<file path="src/rtl/interrupt_injector.sv">
// interrupt_injector
//   CPU-side 6502 interrupt sequencer. At an opcode-fetch boundary it accepts
//   a pending NMI (priority) or an unmasked IRQ, then walks the 7-cycle
//   interrupt sequence: boundary/accept, dummy fetch (T_ACK), push PCH,
//   push PCL, push P, vector low, vector high.
//
// Ports
//   clk, rst          clock, synchronous active-high reset
//   enable            cycle enable; low freezes state and kills strobes
//   instr_boundary    current cycle is the SYNC (opcode fetch) cycle
//   nmi_pending       pending-NMI flag from the edge-detect flop
//   irq_level         synchronized IRQ request, active high
//   i_flag            processor status I bit
//   interrupt_ack     one-cycle acknowledge of an accepted NMI
//   inject_active     sequence in progress (decoder suppresses opcode)
//   nmi_running       NMI handler in progress
//   push_en/push_sel  stack write strobe and source (00 PCH, 01 PCL, 10 P)
//   vector_rd/addr    vector byte read strobe and address
//   load_pcl/load_pch latch read byte into PC low/high
//   set_i             set the I flag (with load_pch)
module interrupt_injector #(
  parameter logic [15:0] NMI_VECTOR = 16'hFFFA,
  parameter logic [15:0] IRQ_VECTOR = 16'hFFFE,
  parameter bit          HIJACK_EN  = 1'b1
) (
  input  logic        clk,
  input  logic        rst,
  input  logic        enable,
  input  logic        instr_boundary,
  input  logic        nmi_pending,
  input  logic        irq_level,
  input  logic        i_flag,
  output logic        interrupt_ack,
  output logic        inject_active,
  output logic        nmi_running,
  output logic        push_en,
  output logic [1:0]  push_sel,
  output logic        vector_rd,
  output logic [15:0] vector_addr,
  output logic        load_pcl,
  output logic        load_pch,
  output logic        set_i
);

  typedef enum logic [2:0] {
    IDLE, T_ACK, T_PCH, T_PCL, T_P, T_VLO, T_VHI
  } state_t;

  state_t      state, stateNxt;
  logic        isNmi, isNmiNxt;
  logic        nmiRunNxt;
  logic        accept, hijack;
  logic [15:0] vec;

  assign vec = isNmi ? NMI_VECTOR : IRQ_VECTOR;

  assign accept = enable && (state == IDLE) && instr_boundary &&
                  (nmi_pending || (irq_level && !i_flag));

  // An NMI that shows up before the vector fetch starts steals the vector;
  // once T_VLO has begun the low byte is already committed, so it waits.
  assign hijack = HIJACK_EN && enable && !isNmi && nmi_pending &&
                  (state inside {T_ACK, T_PCH, T_PCL, T_P});

  always_ff @(posedge clk) begin
    if (rst) begin
      state       <= IDLE;
      isNmi       <= 1'b0;
      nmi_running <= 1'b0;
    end else begin
      state       <= stateNxt;
      isNmi       <= isNmiNxt;
      nmi_running <= nmiRunNxt;
    end
  end

  always_comb begin
    stateNxt      = state;
    isNmiNxt      = isNmi;
    interrupt_ack = 1'b0;
    push_en       = 1'b0;
    push_sel      = 2'b00;
    vector_rd     = 1'b0;
    vector_addr   = IRQ_VECTOR;
    load_pcl      = 1'b0;
    load_pch      = 1'b0;
    set_i         = 1'b0;
    inject_active = (state != IDLE);

    case (state)
      IDLE: begin
        if (accept) begin
          stateNxt = T_ACK;
          isNmiNxt = nmi_pending;  // NMI wins over IRQ
        end
      end
      T_ACK: begin
        interrupt_ack = enable && isNmi;
        if (enable) stateNxt = T_PCH;
      end
      T_PCH: begin
        push_en  = enable;
        push_sel = 2'b00;
        if (enable) stateNxt = T_PCL;
      end
      T_PCL: begin
        push_en  = enable;
        push_sel = 2'b01;
        if (enable) stateNxt = T_P;
      end
      T_P: begin
        push_en  = enable;
        push_sel = 2'b10;
        if (enable) stateNxt = T_VLO;
      end
      T_VLO: begin
        vector_rd   = enable;
        vector_addr = vec;
        load_pcl    = enable;
        if (enable) stateNxt = T_VHI;
      end
      T_VHI: begin
        vector_rd   = enable;
        vector_addr = vec + 16'd1;  // wraps FFFF -> 0000
        load_pch    = enable;
        set_i       = enable;
        if (enable) stateNxt = IDLE;
      end
      default: stateNxt = IDLE;
    endcase

    // hijack only fires while isNmi=0, so at most one ack per sequence
    if (hijack) begin
      isNmiNxt      = 1'b1;
      interrupt_ack = 1'b1;
    end

    // set beats clear; clear means the handler returned (I=0 back in IDLE)
    nmiRunNxt = nmi_running;
    if ((enable && (state == T_ACK) && isNmi) || hijack)
      nmiRunNxt = 1'b1;
    else if (enable && (state == IDLE) && !i_flag && !accept)
      nmiRunNxt = 1'b0;
  end

endmodule

</file>
<file path="config.mk">
export PLATFORM = sky130hd
export DESIGN_NAME = interrupt_injector
export DESIGN_NICKNAME = d
export VERILOG_FILES = /design/src/rtl/interrupt_injector.sv
export SDC_FILE = /design/constraint.sdc
export NUM_CORES = 1
export LEC_CHECK = 0
export BUFFER_PORTS_ARGS = -buffer_cell sky130_fd_sc_hd__buf_2
export CAP_MARGIN = 20
export CORE_UTILIZATION = 35
export CTS_BUF_LIST = sky130_fd_sc_hd__clkbuf_16
export DETAILED_ROUTE_END_ITERATION = 6
export PLACE_DENSITY = 0.75
export SYNTH_ARGS = -nofsm -noshare
export SYNTH_HDL_FRONTEND = slang
export SYNTH_SLANG_ARGS = --single-unit
</file>
<file path="constraint.sdc">
create_clock -name clk -period 3.2 [get_ports clk]
set_input_delay 0.48 -clock clk [delete_from_list [all_inputs] [get_ports clk]]
set_output_delay 0.48 -clock clk [all_outputs]
set_load 0.005 [all_outputs]
</file>
=== Word-level counts from Yosys, hierarchy flattened ===
Index checks and enable logic that the tools add are counted.

* Add/sub/neg operators: 1
* Multiplexer cells: 22
* Reduce and logical (&&, ||, !) cells: 27
* Equal/unequal tests: 13

{| class="wikitable"
|+ Operators with widths
! cell !! number
|-
| $pmux 16 s2 || 1
|-
| $mux 3 || 8
|-
| $pmux 3 s7 || 1
|-
| $ne 2x2->1 const B || 7
|-
| $logic_and 1x1->1 || 12
|-
| $mux 1 || 11
|-
| $eq 3x3->1 const B || 3
|-
| $reduce_and 7->1 || 1
|-
| $eq 3x2->1 const B || 2
|-
| $reduce_bool 2->1 || 3
|-
| $add 4x2->5 const B || 1
|-
| $pmux 2 s2 || 1
|-
| $reduce_bool 4->1 || 1
|-
| $eq 3x1->1 const B || 1
|-
| $logic_not 1->1 || 3
|-
| $logic_not 3->1 || 1
|-
| $reduce_bool 3->1 || 1
|-
| $reduce_or 3->1 || 1
|-
| $logic_or 1x1->1 || 2
|-
| $reduce_and 2->1 || 1
|-
| $reduce_or 2->1 || 1
|}

* Bits in registers: 5
* Logic and storage cells: 66

=== Longest topological paths before layout ===
* Depth in word-level cells: 8
* Depth in mapped cells: 5

=== Worst setup path before layout ===
No wires, ideal clock.

* Path type: input to output
* From: in enable
* To: out interrupt_ack
* Slack: 1,743 ps
* Stages on the path: 4
* Arrival: 977 ps
* Cells stage by stage: buf_2 > nor2b_1 > a21oi_1 > inv_1

* Longest elaborated chain between the ends: 4
* Elaborated cells between the ends (all ways): 6

{| class="wikitable"
|+ RTL lines
! item !! RTL line !! RTL
|-
| start: declaration || 28 || <nowiki>input logic enable,</nowiki>
|-
| $logic_and 1x1->1 (3 in a row) || 62 || <nowiki>assign hijack = HIJACK_EN && enable && !isNmi && nmi_pending &&</nowiki>
|-
| $mux 1 (*) || 133 || <nowiki>if (hijack) begin</nowiki>
|-
| end: declaration || 33 || <nowiki>output logic interrupt_ack,</nowiki>
|}

Mark *: on every way between the ends. The rest lies on a longest branch, timed or not.

=== Worst setup path after layout ===
* From: reg state[0]
* To: out vector_rd

* Longest elaborated chain between the ends: 3
* Elaborated cells between the ends (all ways): 4

{| class="wikitable"
|+ RTL lines
! item !! RTL line !! RTL
|-
| start: declaration || 49 || <nowiki>state_t state, stateNxt;</nowiki>
|-
| start signal: assignment || 71 || <nowiki>state <= stateNxt;</nowiki>
|-
| $eq 3x3->1 || 90 || <nowiki>case (state)</nowiki>
|-
| $reduce_or 2->1 (no line) (*) || -- ||
|-
| $mux 1 (*) || 90 ||
|-
| end: declaration || 38 || <nowiki>output logic vector_rd,</nowiki>
|}

Marked as above.

==> impl_metrics.tcl <==
set metrics [dict create \
    drtIter0Drc 10 \
    synth.avg_cell_area_um2 7.58 \
    ir_worst_vdd_mv 0.366 \
    synthCells 70 \
    overflow 0 \
    die_w_um 40.9 \
    final_max_slew_viol_count 0 \
    cts_tree "done" \
    worstSetupPathType "reg2out" \
    io_pins 33 \
    timing.final.hold_violations 0 \
    numCtsBuffers 3 \
    hp-class "in2reg" \
    syn_area_um2 531 \
    cts_num_sinks 5 \
    clockRootBuffer "clkbuf_16" \
    post_drt_wl_per_cell_um 10.1 \
    h-tree-depth 1 \
    maxCapViolCount 0 \
    num_vias 480 \
    ys_seq_elements 5 \
    end_kind "output port" \
    cpPeakStageDelay_ps 600 \
    nNetsFinal 94 \
    p_leak_nw 0.341 \
    crit_chain "nor2b_1 > and3_1 > or2_1 > buf_2" \
    cts_resized 0 \
    slowest_stage "dfxtp_1" \
    dp_hpwl_um 771 \
    fin_setup_tns_ps 0 \
    grt_pass1_wl_um 1520 \
    outcome "complete, no violations" \
    ys_async_sr_fraction_pct 0 \
    yosysUniqueCellTypes 31 \
    syn_to_final_growth_pct 18.4 \
    grt_pass1_vias 374 \
    critical_path_arrival_ps 1550 \
    numPortBuffers 18 \
    fillers 151 \
    start_kind "register" \
    grt_usage_pct 14.1 \
    drcViolationCount 0 \
    row_count 13 \
    antenna_found_initial 0 \
    design.core.area_um2 1350 \
    whs_ps 489 \
    dieHeight_um 40.9 \
    synth_seq_area_share_pct 18.9 \
    postRouteAntennaNets 0 \
    rsz0062_at_grt "no" \
    fmax_mhz 491 \
    viasPerCell 4.75 \
    firstDrtPassIters 3 \
    clock_latency_ps 230 \
    cts_buffer_depth 2 \
    place_congestion 0.787 \
    ys_warn_count 0 \
    required_ps 2720 \
    initial_core_util_pct 39.3 \
    antenna_cells 0 \
    synth_ff_type "dfxtp_1" \
    finalCritPeriodShare_pct 63.6 \
    postCtsHoldBufs 0 \
    post-cts-setup-buffers 0 \
    cellPowerDensity_nw_per_um2 497 \
    grt_max_degree 15 \
    setup_viol 0 \
    clk_pin_slew_worst_paths_ps 30 \
    final.min_clock_period_ps 2040 \
    clock_skew_ps 1.38 \
    drive_gt1_share_pct 32.6 \
    totalWireLength_um 1020 \
    synth_edf_count 0 \
    die_area_um2 1680 \
    crit_fanout 13 \
]
synthesized netlist by cell type (2+ instances only):
master   number  share of area [%]
nor2b_1       5                5.9
and3_1        2                2.4
o21ai_0       2                1.9
buf_4        15                 21
dfxtp_1       5                 19
inv_1         2                1.4
nor3_2        2                3.8
buf_2         3                2.8
nor2_1        3                2.1
o21ai_1       3                2.8
and2_1        2                2.4
o21a_1        2                2.8
a21oi_1       6                5.7
registers in the layout (all words and copies together) (netlist names):
name / count
nmi_running: 1
state: 3
isNmi: 1
cell type report:
| type | count | area [um2] | share of cell area [%] |
|---|---|---|---|
| Sequential cell | 5 | 100 | 15.9 |
| Tap cell | 15 | 18.8 | 2.99 |
| Multi-Input combinational cell | 56 | 329 | 52.4 |
| Clock buffer | 3 | 75.1 | 12.0 |
| Clock inverter | 1 | 3.75 | 0.598 |
| Timing Repair Buffer | 18 | 90.1 | 14.3 |
| Inverter | 3 | 11.3 | 1.79 |
per-layer routing:
layer	vias up	GRT usage, %	share of wire [%]
met5	-	0	0
met4	0	10.0	1.8
met3	3	3.26	7.6
met2	26	22.7	48
met1	210	16.1	43
li1	241	-	-
report_power, final:
group          internal [mW]  leakage [nW]  switching (mW)
Sequential            0.0659        0.0407         0.00769
Combinational         0.0154         0.258          0.0197
Clock                  0.162        0.0423          0.0415
Total                  0.243         0.341          0.0689
critical path: cells and delay by family, from the launching register on:
kind | cells | cell delay (ps)
simple gates | 3 | 590
buf+inv | 1 | 120
flops | 1 | 600
kinds of logic after synthesis:
logic type / count (synthesis) / share of synthesized area [%]
XOR/XNOR: 1 / 1.65
buffers and inverters: 22 / 28.3
AO/OA/AOI/OAI: 18 / 22.4
flip-flops: 5 / 18.9
AND/OR/NAND/NOR: 23 / 28.1
other: 1 / 0.707
path summary, 6_finish.rpt:
kind,startpoint,to,slack [ps],cells past startpoint
setup / recovery,state[0]$_SDFFE_PP0P_,vector_rd,1170,4
hold / removal,rst,nmi_running$_SDFFE_PP0P_,490,2
setup reg to reg,state[1]$_SDFFE_PP0P_,nmi_running$_SDFFE_PP0P_,1850,4
hold reg to reg,nmi_running$_SDFFE_PP0P_,nmi_running$_SDFFE_PP0P_,490,2
metrics by stage:
step                      cell area (um2)  power [mW]  worst slack, ps  utilization, %  cells
after floorplan                       579       0.112             1740               -     83
after global routing                  628       0.326             1070            46.5    101
after detailed placement              549       0.109             1400            40.7     97
after CTS                             628       0.314             1150            46.5    101
final                                 628       0.312             1170            46.5    101
after global placement                549       0.108             1420            40.7     97
cells in the final DEF, fill, tap and decap left out:
master     synthesis  routed
buf_2              3      18
conb_1             1      14
a21oi_1            6       6
nor2b_1            5       5
dfxtp_1            5       5
inv_1              2       3
nor2_1             3       3
o21ai_1            3       3
clkbuf_16          0       3
nor3_2             2       2
and2_1             2       2
and3_1             2       2
o21a_1             2       2
o21ai_0            2       2
inv_2              1       1
nand2b_1           1       1
o2bb2ai_1          1       1
nand2_2            1       1
or2_4              1       1
nor2_4             1       1
or2_1              1       1
xor2_1             1       1
nand3_1            1       1
nand2_1            1       1
o31ai_2            1       1
a32oi_1            1       1
or4_1              1       1
nand4_1            1       1
o31a_1             1       1
o211a_1            1       1
No activity file was read; power rests on OpenSTA's default activity.
